**config.mk**
```make
export PLATFORM = sky130hd
export DESIGN_NAME = pwm_capture_flat
export DESIGN_NICKNAME = d
export VERILOG_FILES = /design/src/rtl/pwm_capture_if.sv /design/src/rtl/pwm_capture.sv /design/src/flat_wrapper.sv
export SDC_FILE = /design/constraint.sdc
export NUM_CORES = 1
export LEC_CHECK = 0
export ABC_AREA = 1
export BUFFER_PORTS_ARGS = -buffer_cell sky130_fd_sc_hd__buf_2
export CORE_UTILIZATION = 54
export CTS_BUF_LIST = sky130_fd_sc_hd__clkbuf_4
export DETAILED_ROUTE_END_ITERATION = 6
export PLACE_DENSITY_LB_ADDON = 0.3
export SLEW_MARGIN = 20
export SYNTH_ARGS = -nofsm -noshare
export SYNTH_HDL_FRONTEND = slang
export SYNTH_SLANG_ARGS = --single-unit
```
**constraint.sdc**
```tcl
create_clock -name clk -period 1.55 [get_ports clk]
set_input_delay 0.2325 -clock clk [delete_from_list [all_inputs] [get_ports clk]]
set_output_delay 0.2325 -clock clk [all_outputs]
set_load 0.1 [all_outputs]
```
**src/rtl/pwm_capture_if.sv**
```systemverilog
// Signal bundle between a PWM capture unit and whoever drives it and reads its results.
// The slave side is the capture unit; the master side drives enable/pwm_in and consumes the results.
interface pwm_capture_if #(
   parameter int WIDTH = 16
);
   logic             enable;
   logic             pwm_in;
   logic [WIDTH-1:0] highTime;
   logic [WIDTH-1:0] period;
   logic             valid;
   logic             overflow;

   modport master (
      output enable,
      output pwm_in,
      input  highTime,
      input  period,
      input  valid,
      input  overflow
   );

   modport slave (
      input  enable,
      input  pwm_in,
      output highTime,
      output period,
      output valid,
      output overflow
   );
endinterface

```
**src/rtl/pwm_capture.sv**
```systemverilog
// PWM capture: measures high-phase length and rising-to-rising period of pwm_in in clk cycles.
// Define PWM_CAPTURE_FILTER_EN to add a 3-sample glitch filter after the synchronizer.
module pwm_capture #(
   parameter int WIDTH = 16
) (
   input  logic         clk,
   input  logic         rst,
   pwm_capture_if.slave bus_io
);

   typedef enum logic [1:0] {
      IDLE,
      HIGH,
      LOW
   } stateT;

   localparam logic [WIDTH-1:0] CountMax = '1;
   localparam logic [WIDTH-1:0] CountOne = WIDTH'(1);

   logic             s1Q;
   logic             s2Q;
   logic             levelD;
   logic             levelQ;
   logic             riseQ;
   logic             fallQ;

   stateT            stateQ;
   logic [WIDTH-1:0] countQ;
   logic [WIDTH-1:0] countIncD;
   logic [WIDTH-1:0] pendHighQ;
   logic [WIDTH-1:0] highTimeQ;
   logic [WIDTH-1:0] periodQ;
   logic             validQ;
   logic             overflowQ;

`ifdef PWM_CAPTURE_FILTER_EN
   logic             h0Q;
   logic             h1Q;

   // The accepted level only changes once three consecutive synchronized samples agree.
   always_ff @(posedge clk or negedge rst) begin
      if (!rst) begin
         h0Q <= 1'b0;
         h1Q <= 1'b0;
      end else begin
         h0Q <= s2Q;
         h1Q <= h0Q;
      end
   end

   always_comb begin
      levelD = levelQ;
      if ((s2Q == h0Q) && (h0Q == h1Q)) begin
         levelD = s2Q;
      end
   end
`else
   assign levelD = s2Q;
`endif

   // Edge flags are registered so the state machine acts on a clean one-cycle pulse.
   always_ff @(posedge clk or negedge rst) begin
      if (!rst) begin
         s1Q    <= 1'b0;
         s2Q    <= 1'b0;
         levelQ <= 1'b0;
         riseQ  <= 1'b0;
         fallQ  <= 1'b0;
      end else begin
         s1Q    <= bus_io.pwm_in;
         s2Q    <= s1Q;
         levelQ <= levelD;
         riseQ  <= levelD & ~levelQ;
         fallQ  <= ~levelD & levelQ;
      end
   end

   assign countIncD = countQ + CountOne;

   // Saturation is checked before edges: a phase that reaches the limit is never reported.
   always_ff @(posedge clk or negedge rst) begin
      if (!rst) begin
         stateQ    <= IDLE;
         countQ    <= '0;
         pendHighQ <= '0;
         highTimeQ <= '0;
         periodQ   <= '0;
         validQ    <= 1'b0;
         overflowQ <= 1'b0;
      end else begin
         validQ <= 1'b0;
         if (!bus_io.enable) begin
            stateQ <= IDLE;
            countQ <= '0;
         end else begin
            case (stateQ)
               IDLE: begin
                  countQ <= '0;
                  if (riseQ) begin
                     stateQ <= HIGH;
                     countQ <= CountOne;
                  end
               end
               HIGH: begin
                  if (countQ == CountMax) begin
                     overflowQ <= 1'b1;
                     stateQ    <= IDLE;
                     countQ    <= '0;
                  end else begin
                     countQ <= countIncD;
                     if (fallQ) begin
                        pendHighQ <= countQ;
                        stateQ    <= LOW;
                     end
                  end
               end
               LOW: begin
                  if (countQ == CountMax) begin
                     overflowQ <= 1'b1;
                     stateQ    <= IDLE;
                     countQ    <= '0;
                  end else if (riseQ) begin
                     highTimeQ <= pendHighQ;
                     periodQ   <= countQ;
                     validQ    <= 1'b1;
                     overflowQ <= 1'b0;
                     countQ    <= CountOne;
                     stateQ    <= HIGH;
                  end else begin
                     countQ <= countIncD;
                  end
               end
               default: begin
                  stateQ <= IDLE;
                  countQ <= '0;
               end
            endcase
         end
      end
   end

   assign bus_io.highTime = highTimeQ;
   assign bus_io.period   = periodQ;
   assign bus_io.valid    = validQ;
   assign bus_io.overflow = overflowQ;

endmodule

```
**src/flat_wrapper.sv**
```systemverilog
// flat-port wrapper written by rule: the top's interface ports become plain ports
module pwm_capture_flat 
#(
   parameter int WIDTH = 16
)
  (clk, rst, bus_io_enable, bus_io_pwm_in, bus_io_highTime, bus_io_period, bus_io_valid, bus_io_overflow);
  pwm_capture_if #(.WIDTH(WIDTH)) bus_io_i ();
  input  logic clk;
  input  logic rst;
  input wire logic [$bits(bus_io_i.enable)-1:0] bus_io_enable;
  input wire logic [$bits(bus_io_i.pwm_in)-1:0] bus_io_pwm_in;
  output wire logic [$bits(bus_io_i.highTime)-1:0] bus_io_highTime;
  output wire logic [$bits(bus_io_i.period)-1:0] bus_io_period;
  output wire logic [$bits(bus_io_i.valid)-1:0] bus_io_valid;
  output wire logic [$bits(bus_io_i.overflow)-1:0] bus_io_overflow;
  assign bus_io_i.enable = bus_io_enable;
  assign bus_io_i.pwm_in = bus_io_pwm_in;
  assign bus_io_highTime = bus_io_i.highTime;
  assign bus_io_period = bus_io_i.period;
  assign bus_io_valid = bus_io_i.valid;
  assign bus_io_overflow = bus_io_i.overflow;
  pwm_capture #(.WIDTH(WIDTH)) u_core (.clk(clk), .rst(rst), .bus_io(bus_io_i));
endmodule
```
==> results.py, run 1 <==
metrics = {
    "status": {
        "status": "completed",
    },
    "floorplan": {
        "die_width_um": 77.7,
        "io_pins": 38,
        "num_rows": 27,
        "start_util": 0.562,
        "dieArea_um2": 6030,
        "coreArea_um2": 5510,
        "die_height_um": 77.7,
    },
    "setup_path": {
        "worstPathMaxFanout": 9,
        "start_kind": "register",
        "crit_chain": "ha_2 > nand3_2 > nor2_4 > nand2_4 > nand4_4 > buf_12 > buf_8 > nand2_1 > o21ai_2",
        "cp.arrival_ps": 1820,
        "cp_top_family": "simple AND/OR/NAND/NOR gates",
        "cpMaxStageDelayCell": "dfrtp_1",
        "endpoint_kind": "register",
        "worstPathBufferInverterCount": 2,
        "critPathKind": "reg2reg",
        "worstPathRequired_ps": 1860,
        "max_stage_delay_ps": 400,
    },
    "logic_synthesis": {
        "syn_avg_cell_area_um2": 9.07,
        "ys_ff_latch": 73,
        "ys_seq_area_frac": 0.591,
        "syn_area_um2": 3090,
        "ys_warn_count": 0,
        "yosysUniqueCellTypes": 24,
        "syn-num-nets": 350,
        "syn_inst": 341,
    },
    "power": {
        "leakage_nw": 1.97,
        "power.density_nw_per_um2": 991,
        "vdd_drop_max_uv": 708,
        "combinationalPowerShare": 0.144,
        "swShare": 0.297,
        "p_int_mw": 2.63,
        "clkPwrFrac": 0.322,
        "p_switching_mw": 1.11,
        "p_seq_frac": 0.534,
    },
    "grt": {
        "grt.total_usage": 0.226,
        "grt_pass1_vias": 2282,
        "grt_pass1_wl_um": 10400,
        "antenna_found_initial": 0,
        "grt.overflow.total": 0,
        "grt_max_degree": 33,
    },
    "route": {
        "detail-route-antenna-nets": 0,
        "wl_um": 6200,
        "drt_iter0_markers": 128,
        "drc": 0,
        "routedWlPerCell_um": 12.8,
        "vias": 2415,
        "drtPass1Iterations": 4,
        "vias_per_cell": 5.00,
    },
    "final_layout": {
        "diodes": 0,
        "design_area_um2": 3770,
        "drive_gt1_frac": 0.236,
        "area_growth_pct": 22.0,
        "layout_common_cells": "118 x nand2_1, 73 x dfrtp_1, 39 x buf_2",
        "layout_commonest_cell": "nand2_1",
        "nets": 415,
    },
    "clock_network": {
        "clkLatencyLatePin_ps": 430,
        "clk_path_buf_depth": 2,
        "htreeDepth": 3,
        "clk_pin_slew_worst_paths_ps": 110,
        "cts_tree": "done",
        "cts-root-buf": "clkbuf_4",
        "cts_made_buffers": 9,
        "cts_sinks": 73,
    },
    "placed_design": {
        "place_area_um2": 3480,
        "dp_hpwl_um": 4220,
        "place_congestion": 0.923,
        "placement.io_buffers": 37,
    },
    "sta": {
        "timing.fmax_mhz": 663,
        "setup_viol": 0,
        "slew_viol_final": 0,
        "rsz0062_at_grt": "yes",
        "fin_crit_sh": 0.973,
        "fin_crit_ps": 1510,
        "finalHoldViolations": 0,
        "relSlewSlack": 0.653,
        "tightest_slew_ps": 521,
        "skew_ps": 23.7,
        "holdWs_ps": 142,
    },
    "min_path": {
        "hp-class": "in2reg",
    },
    "run": {
        "max-cap-violations": 0,
    },
}
metrics by stage:
stage	TNS [ps]	cells	setup slack (ps)	utilization	total power [mW]
floorplan	0	341	22.5	-	2.38
global placement	0	458	26.4	0.631	2.53
detailed placement	-209	458	-30.8	0.631	2.54
CTS	-0.560	476	-0.560	0.663	3.76
global route	-898	483	-51.0	0.685	3.90
finish	0	483	41.1	0.685	3.74
Yosys cell counts, drive strengths merged:
| cell type | n | area [um^2] |
|---|---|---|
| o21ai | 36 | 184 |
| nor2 | 29 | 116 |
| xnor2 | 1 | 8.76 |
| nand3 | 12 | 65.1 |
| nand3b | 1 | 7.51 |
| xor2 | 9 | 78.8 |
| buf | 10 | 77.6 |
| nand2 | 121 | 464 |
| nand4 | 5 | 52.6 |
| nor3 | 2 | 10.0 |
| ha | 5 | 62.6 |
| dfrtp | 73 | 1830 |
| inv | 37 | 139 |
logic make-up (layout without fill, tap and decap cells):
logic type	after synthesis	after routing	share of synthesized area
buffers and inverters	47	117	0.0700
and+or+nand+nor	170	170	0.231
DFF	73	73	0.591
adders and majority gates	5	5	0.0202
xor gates and xnor gates	10	10	0.0283
AOI/OAI and AO/OA	36	36	0.0595
power by group through the flow:
stage	registers (mW)	clock network (mW)	logic [mW]
2_1_floorplan	2.18	0	0.197
3_3_place_gp	2.03	0	0.502
3_5_place_dp	2.03	0	0.511
4_1_cts	2.00	1.24	0.524
5_1_grt	2.00	1.30	0.593
6_report	2.00	1.20	0.536
path summary, 6_finish.rpt:
kind	startpoint	slack, ps	depth (start not counted)	end
setup / recovery	u_core.countQ[1]$_DFF_PN0_	40	9	u_core.bus_io.period[10]$_DFFE_PN0P_
setup reg to reg	u_core.countQ[1]$_DFF_PN0_	40	9	u_core.bus_io.period[10]$_DFFE_PN0P_
min in group asynchronous	rst	290	2	u_core.pendHighQ[7]$_DFFE_PN0P_
hold reg to reg	u_core.s1Q$_DFF_PN0_	370	0	u_core.levelD$_DFF_PN0_
max in group asynchronous	rst	730	3	u_core.countQ[8]$_DFF_PN0_
hold / removal	bus_io_enable	140	3	u_core.bus_io.overflow$_DFFE_PN0P_
worst reg2reg max path, delay by kind of cell, from the launching register on:
| kind | cells | cell delay, ps |
|---|---|---|
| buffers and inverters | 2 | 310 |
| adders and majority gates | 1 | 200 |
| AOI/OAI and AO/OA | 1 | 60 |
| and+or+nand+nor | 5 | 440 |
| DFF | 1 | 400 |
repair_timing:
action	4_1_cts	5_1_grt
endpoints found under the setup margin	21	51
gates cloned	0	3
setup buffers	0	4
resized for setup	5	19
endpoints found under the hold margin	17	0
pin swaps	0	3
hold buffers	2	0
metal layers:
metal / vias up / track usage / share of wire
li1: 1197 / - / -
met1: 1144 / 0.292 / 0.45
met2: 62 / 0.357 / 0.48
met3: 12 / 0.0482 / 0.044
met4: 0 / 0.125 / 0.022
met5: - / 0 / 0
final cells by class:
cell class	instances	area, um^2
Clock buffer	10	75.1
Clock inverter	6	67.6
Fill cell	428	1730
Inverter	37	141
Multi-Input combinational cell	221	1080
Sequential cell	73	1830
Tap cell	72	90.1
Timing Repair Buffer	64	490
flip-flops by register name, summed over array words and instances (netlist names):
register and cells:
u_core.bus_io.highTime 16, u_core.bus_io.overflow 1, u_core.bus_io.period 16, u_core.bus_io.valid 1, u_core.countQ 16, u_core.fallQ 1, u_core.levelD 1, u_core.levelQ 1
u_core.pendHighQ 16, u_core.riseQ 1, u_core.s1Q 1, u_core.stateQ 2
(Power assumes the default switching activity.)
==> run 2: changes to the inputs <==
--- a/config.mk
+++ b/config.mk
@@ -5,11 +5,12 @@
 export SDC_FILE = /design/constraint.sdc
 export NUM_CORES = 1
 export LEC_CHECK = 0
-export ABC_AREA = 1
+export ABC_AREA = 0
 export BUFFER_PORTS_ARGS = -buffer_cell sky130_fd_sc_hd__buf_2
 export CORE_UTILIZATION = 54
 export CTS_BUF_LIST = sky130_fd_sc_hd__clkbuf_4
 export DETAILED_ROUTE_END_ITERATION = 6
+export HOLD_SLACK_MARGIN = 0.06
 export PLACE_DENSITY_LB_ADDON = 0.3
 export SLEW_MARGIN = 20
 export SYNTH_ARGS = -nofsm -noshare
==> results.py, run 2 <==
metrics = {
    "floorplan": {
        "coreArea_um2": 5240,
        "num_rows": 26,
        "die_width_um": 76.9,
        "io_pins": 38,
        "start_util": 0.578,
        "dieArea_um2": 5910,
        "die_height_um": 76.9,
    },
    "logic_synthesis": {
        "synth_compound_area_frac": 0.0261,
        "synth_top_family_by_area": "multiplexers",
        "yosysUniqueCellTypes": 31,
        "synth_most_common_cell": "dfrtp_1",
        "ys_ff_latch": 73,
        "synthXorXnorAreaFrac": 0.0405,
        "muxShareOfSynthArea": 0.179,
        "synthSimpleGateAreaFrac": 0.101,
        "synth_fa_ha_area_frac": 0.0207,
        "ys_warn_count": 0,
        "ys_seq_area_frac": 0.604,
        "synth_ff_type": "dfrtp_1",
        "syn_avg_cell_area_um2": 13.5,
        "synth_top_area_frac": 0.604,
        "syn-num-nets": 233,
        "synth_edf_count": 0,
        "async_flop_share": 1.00,
        "ys_top_cells_by_area": "dfrtp_1 60%, mux2_2 18%, xnor2_1 3.8%, nor2_1 2.5%, ha_1 2.1%",
        "syn_area_um2": 3030,
        "synth_common_cells": "73 x dfrtp_1, 48 x mux2_2, 20 x nor2_1, 13 x xnor2_1",
        "syn_inst": 224,
        "yosysTopAreaCell": "dfrtp_1",
    },
    "final_layout": {
        "final_core_util": 0.729,
        "area_growth_pct": 26.1,
        "layout_common_cells": "72 x dfrtp_1, 47 x mux2_2, 36 x buf_2",
        "design_area_um2": 3820,
        "drive_gt1_frac": 0.495,
        "diodes": 0,
        "layout_commonest_cell": "dfrtp_1",
        "nets": 313,
    },
    "sta": {
        "holdWs_ps": 180,
        "setup_viol": 66,
        "timing.fmax_mhz": 605,
        "relSlewSlack": 0.675,
        "fin_ws_ps": -102,
        "fin_crit_sh": 1.07,
        "skew_ps": 11.7,
        "slew_viol_final": 0,
        "finalHoldViolations": 0,
        "rsz0062_at_grt": "yes",
        "tightest_slew_ps": 491,
        "fin_crit_ps": 1650,
    },
    "setup_path": {
        "startpoint": "u_core.countQ[0]$_DFF_PN0_",
        "path_depth": 6,
        "r2r_end": "u_core.pendHighQ[12]$_DFFE_PN0P_",
        "critPathKind": "reg2reg",
        "cpMaxStageDelayCell": "dfrtp_1",
        "cp.arrival_ps": 1950,
        "ff2ff_path_depth": 6,
        "start_kind": "register",
        "rrSetupSlack_ps": -100,
        "max_stage_delay_ps": 370,
        "worstPathBufferInverterCount": 1,
        "cp_top_family": "simple AND/OR/NAND/NOR gates",
        "r2r-start": "u_core.countQ[0]$_DFF_PN0_",
        "endpoint_kind": "register",
        "worstPathMaxFanout": 8,
        "worstPathRequired_ps": 1840,
        "critPathCapture": "u_core.pendHighQ[12]$_DFFE_PN0P_",
        "crit_chain": "ha_2 > nand4_1 > nor4_4 > nor2_2 > buf_6 > mux2_2",
    },
    "grt": {
        "grt.overflow.total": 0,
        "grt_pass1_wl_um": 9420,
        "grt_pass1_vias": 2126,
        "grt.total_usage": 0.210,
        "antenna_found_initial": 0,
        "grt_max_degree": 74,
    },
    "clock_network": {
        "cts_made_buffers": 9,
        "cts-root-buf": "clkbuf_4",
        "clkLatencyLatePin_ps": 400,
        "htreeDepth": 3,
        "clk_pin_slew_worst_paths_ps": 110,
        "cts_sinks": 73,
        "cts_tree": "done",
        "clk_path_buf_depth": 2,
    },
    "placed_design": {
        "dp_slack_ps": -132,
        "place_area_um2": 3540,
        "place_congestion": 0.862,
        "dp_hpwl_um": 3640,
        "placement.io_buffers": 37,
    },
    "route": {
        "vias_per_cell": 5.32,
        "wl_um": 5430,
        "drt_iter0_markers": 107,
        "drc": 0,
        "drtPass1Iterations": 4,
        "routedWlPerCell_um": 14.3,
        "detail-route-antenna-nets": 0,
        "vias": 2018,
    },
    "status": {
        "violations": "setup timing",
        "status": "finished with violations",
    },
    "run": {
        "max-cap-violations": 0,
    },
    "power": {
        "vdd_drop_max_uv": 643,
        "leakage_nw": 1.91,
        "power.density_nw_per_um2": 1030,
    },
    "min_path": {
        "hp-class": "in2reg",
    },
}
[run 2: changes by cell type after synthesis, sizes merged, moves of 6 or more]
cell	before	now
nand2	121	7
mux2	0	48
xor2	9	1
nor4	0	6
inv	37	8
nor2	29	22
buf	10	4
o21ai	36	4
xnor2	1	13
[run 2: layer usage]
layer,track usage,vias up,routed length [um]
met5,0,-,0
met4,0.102,0,89
met2,0.348,57,2680
met1,0.257,1013,2390
met3,0.0512,8,273
li1,-,940,-
[run 2: cell type report]
class	instances	area, um^2
tap	70	87.6
timing repair buffer	75	531
clock inverter	6	82.6
fill	360	1420
clock buffer	10	75.1
sequential	73	1830
multi-input combinational	137	1180
inverter	8	30.0
[run 2: how the worst min path moves through the flow]
stage,from,end,cells past startpoint
2_1_floorplan,rst,u_core.bus_io.highTime[0]$_DFFE_PN0P_,0
3_3_place_gp,rst,u_core.bus_io.highTime[2]$_DFFE_PN0P_,2
3_5_place_dp,rst,u_core.bus_io.highTime[2]$_DFFE_PN0P_,2
4_1_cts,bus_io_enable,u_core.bus_io.overflow$_DFFE_PN0P_,3
5_1_grt,bus_io_enable,u_core.bus_io.overflow$_DFFE_PN0P_,3
6_report,bus_io_enable,u_core.bus_io.overflow$_DFFE_PN0P_,3
[run 2: through the flow]
stage | instances | TNS, ps | power [mW]
2_1_floorplan | 224 | -13550 | 2.43
3_3_place_gp | 358 | -2600 | 2.61
3_5_place_dp | 358 | -5310 | 2.62
4_1_cts | 379 | -3410 | 3.96
5_1_grt | 379 | -10670 | 4.10
6_report | 379 | -5590 | 3.92
[run 2: logic make-up (layout without fill, tap and decap cells)]
group,after synthesis,in the layout
buf+inv,14,99
mux,48,48
fa+ha+maj,5,5
flops,73,73
simple gates,58,58
compound gates,12,12
xor+xnor,14,14
[run 2: power by group]
group | total (mW) | leakage, nW | switching, mW | internal, mW
sequential | 2.00 | 1.00 | 0.0401 | 1.96
combinational | 0.632 | 0.831 | 0.401 | 0.232
clock | 1.28 | 0.0777 | 0.621 | 0.662
[run 2: timing repair]
item,CTS,global route
endpoints found under the setup margin,64,67
buffers inserted,3,0
hold buffers,2,0
pin swaps,3,2
resized for setup,16,5
endpoints found under the hold margin,74,0
[run 2: worst register-to-register path: stages, from the launching register on]
cell	delay (ps)
dfrtp_1	370
ha_2	180
nand4_1	150
nor4_4	300
nor2_2	110
buf_6	160
mux2_2	280
==> run 3: changes to the inputs <==
--- a/config.mk
+++ b/config.mk
@@ -7,11 +7,12 @@
 export LEC_CHECK = 0
 export ABC_AREA = 0
 export BUFFER_PORTS_ARGS = -buffer_cell sky130_fd_sc_hd__buf_2
+export CORE_MARGIN = 5
 export CORE_UTILIZATION = 54
 export CTS_BUF_LIST = sky130_fd_sc_hd__clkbuf_4
 export DETAILED_ROUTE_END_ITERATION = 6
 export HOLD_SLACK_MARGIN = 0.06
-export PLACE_DENSITY_LB_ADDON = 0.3
+export PLACE_DENSITY = 0.74
 export SLEW_MARGIN = 20
 export SYNTH_ARGS = -nofsm -noshare
 export SYNTH_HDL_FRONTEND = slang
==> results.py, run 3 (synthesized netlist as in run 2, its figures left out) <==
metrics = {
    "route": {
        "vias_per_cell": 5.22,
        "drc": 0,
        "drtPass1Iterations": 4,
        "wl_um": 6070,
        "detail-route-antenna-nets": 0,
        "vias": 2025,
        "drt_iter0_markers": 52,
        "routedWlPerCell_um": 15.7,
    },
    "setup_path": {
        "cpMaxStageDelayCell": "dfrtp_1",
        "worstPathBufferInverterCount": 1,
        "worstPathRequired_ps": 1840,
        "max_stage_delay_ps": 380,
        "cp.arrival_ps": 2010,
        "cp_top_family": "simple AND/OR/NAND/NOR gates",
        "crit_chain": "ha_2 > nand4_1 > nor4_4 > nor2_4 > clkbuf_16 > mux2_2",
        "worstPathMaxFanout": 8,
        "endpoint_kind": "register",
        "critPathKind": "reg2reg",
        "start_kind": "register",
    },
    "final_layout": {
        "nets": 320,
        "final_core_util": 0.719,
        "diodes": 0,
        "drive_gt1_frac": 0.541,
        "seq_area_um2": 1830,
        "fillers": 394,
        "multi_input_area_um2": 1230,
        "area_growth_pct": 30.0,
        "layout_common_cells": "71 x dfrtp_1, 48 x mux2_2, 35 x buf_2",
        "stdcell_count": 388,
        "layout_commonest_cell": "dfrtp_1",
    },
    "sta": {
        "setup_viol": 66,
        "fin_crit_ps": 1720,
        "fin_ws_ps": -169,
        "timing.fmax_mhz": 582,
        "rsz0062_at_grt": "yes",
        "fin_crit_sh": 1.11,
        "tightest_slew_ps": 496,
        "skew_ps": 14.9,
        "relSlewSlack": 0.672,
        "slew_viol_final": 0,
        "finalHoldViolations": 0,
    },
    "grt": {
        "use_met1": 0.247,
        "grt.overflow.total": 0,
        "top_usage_layer": "met2",
        "use_met2": 0.267,
        "grt_pass1_wl_um": 10100,
        "grtUsageMet3": 0.0398,
        "grt.total_usage": 0.178,
        "grt_pass1_vias": 2085,
        "antenna_found_initial": 0,
        "grt_max_degree": 33,
    },
    "placed_design": {
        "dp_hpwl_um": 3830,
        "placement.io_buffers": 37,
        "dp_cells": 364,
        "place_congestion": 0.797,
    },
    "floorplan": {
        "io_pins": 38,
        "die_height_um": 84.9,
        "dieArea_um2": 7200,
        "start_util": 0.553,
        "num_rows": 27,
        "die_width_um": 84.9,
        "coreArea_um2": 5470,
    },
    "clock_network": {
        "clkLatencyLatePin_ps": 400,
        "htreeDepth": 3,
        "clk_pin_slew_worst_paths_ps": 120,
        "cts-root-buf": "clkbuf_4",
        "clk_path_buf_depth": 2,
        "cts_made_buffers": 9,
        "cts_tree": "done",
        "cts_sinks": 73,
    },
    "status": {
        "status": "finished with violations",
        "violations": "setup timing",
    },
    "run": {
        "max-cap-violations": 0,
    },
    "power": {
        "power.density_nw_per_um2": 1010,
        "leakage_nw": 1.96,
        "vdd_drop_max_uv": 589,
    },
    "min_path": {
        "hp-class": "in2reg",
    },
}
## run 3: cell types whose count changed in the layout (fill, tap and decap cells not counted), moves of 2 or more
| cell | change |
|---|---|
| nor4_1 | +3 |
| clkinvlp_4 | -2 |
| buf_4 | +3 |
| o21ai_2 | +2 |
| nor4_2 | -3 |
| nor2_1 | -7 |
| nor2_2 | +6 |
| buf_6 | +4 |
## run 3: worst min-delay path, cell delays in order
cell,delay (ps)
buf_2,140
a21oi_1,130
nor2_1,50
## run 3: timing repair
item	4_1_cts	5_1_grt
setup buffers	3	1
gates resized for setup	17	26
cloned	1	2
endpoints found under the hold margin	30	0
pin swaps	9	13
hold buffers	2	0
setup endpoints to repair	65	68
## run 3: layer usage
metal / wire, um / vias up
met1: 2820 / 1020
li1: - / 954
met3: 213 / 13
met4: 136 / 0
met2: 2900 / 38
met5: 0 / -
## run 3: report_power, final
group | switching, mW | total (mW) | internal, mW
Combinational | 0.436 | 0.689 | 0.253
Clock | 0.650 | 1.29 | 0.639
Sequential | 0.0476 | 2.01 | 1.96
## run 3: path summary, 6_finish.rpt
| check | from | endpoint | slack, ps | cells past startpoint |
|---|---|---|---|---|
| max | u_core.countQ[0]$_DFF_PN0_ | u_core.bus_io.highTime[12]$_DFFE_PN0P_ | -170 | 6 |
| min | bus_io_enable | u_core.bus_io.overflow$_DFFE_PN0P_ | 190 | 3 |
| max reg2reg | u_core.countQ[0]$_DFF_PN0_ | u_core.bus_io.highTime[12]$_DFFE_PN0P_ | -170 | 6 |
| min reg2reg | u_core.s1Q$_DFF_PN0_ | u_core.levelD$_DFF_PN0_ | 360 | 0 |
| max in group asynchronous | rst | u_core.bus_io.highTime[7]$_DFFE_PN0P_ | 740 | 3 |
| min in group asynchronous | rst | u_core.bus_io.highTime[1]$_DFFE_PN0P_ | 300 | 2 |
## run 3: through the flow
step | hold slack, ps | power, mW | TNS, ps | setup slack [ps] | area, um^2
after floorplan | -63.1 | 2.43 | -13550 | -284 | 3040
after global placement | 196 | 2.63 | -2810 | -66.7 | 3570
after detailed placement | 198 | 2.64 | -5010 | -102 | 3570
after CTS | 149 | 3.95 | -3710 | -99.3 | 3820
after global routing | 168 | 4.17 | -13070 | -245 | 3930
final | 188 | 3.99 | -8170 | -169 | 3930
## run 3: area by class of cell
type	instances	share of cell area
Clock buffer	9	0.0172
Clock inverter	7	0.0216
Inverter	8	0.00764
Multi-Input combinational cell	138	0.312
Sequential cell	73	0.465
Tap cell	72	0.0229
Timing Repair Buffer	81	0.153
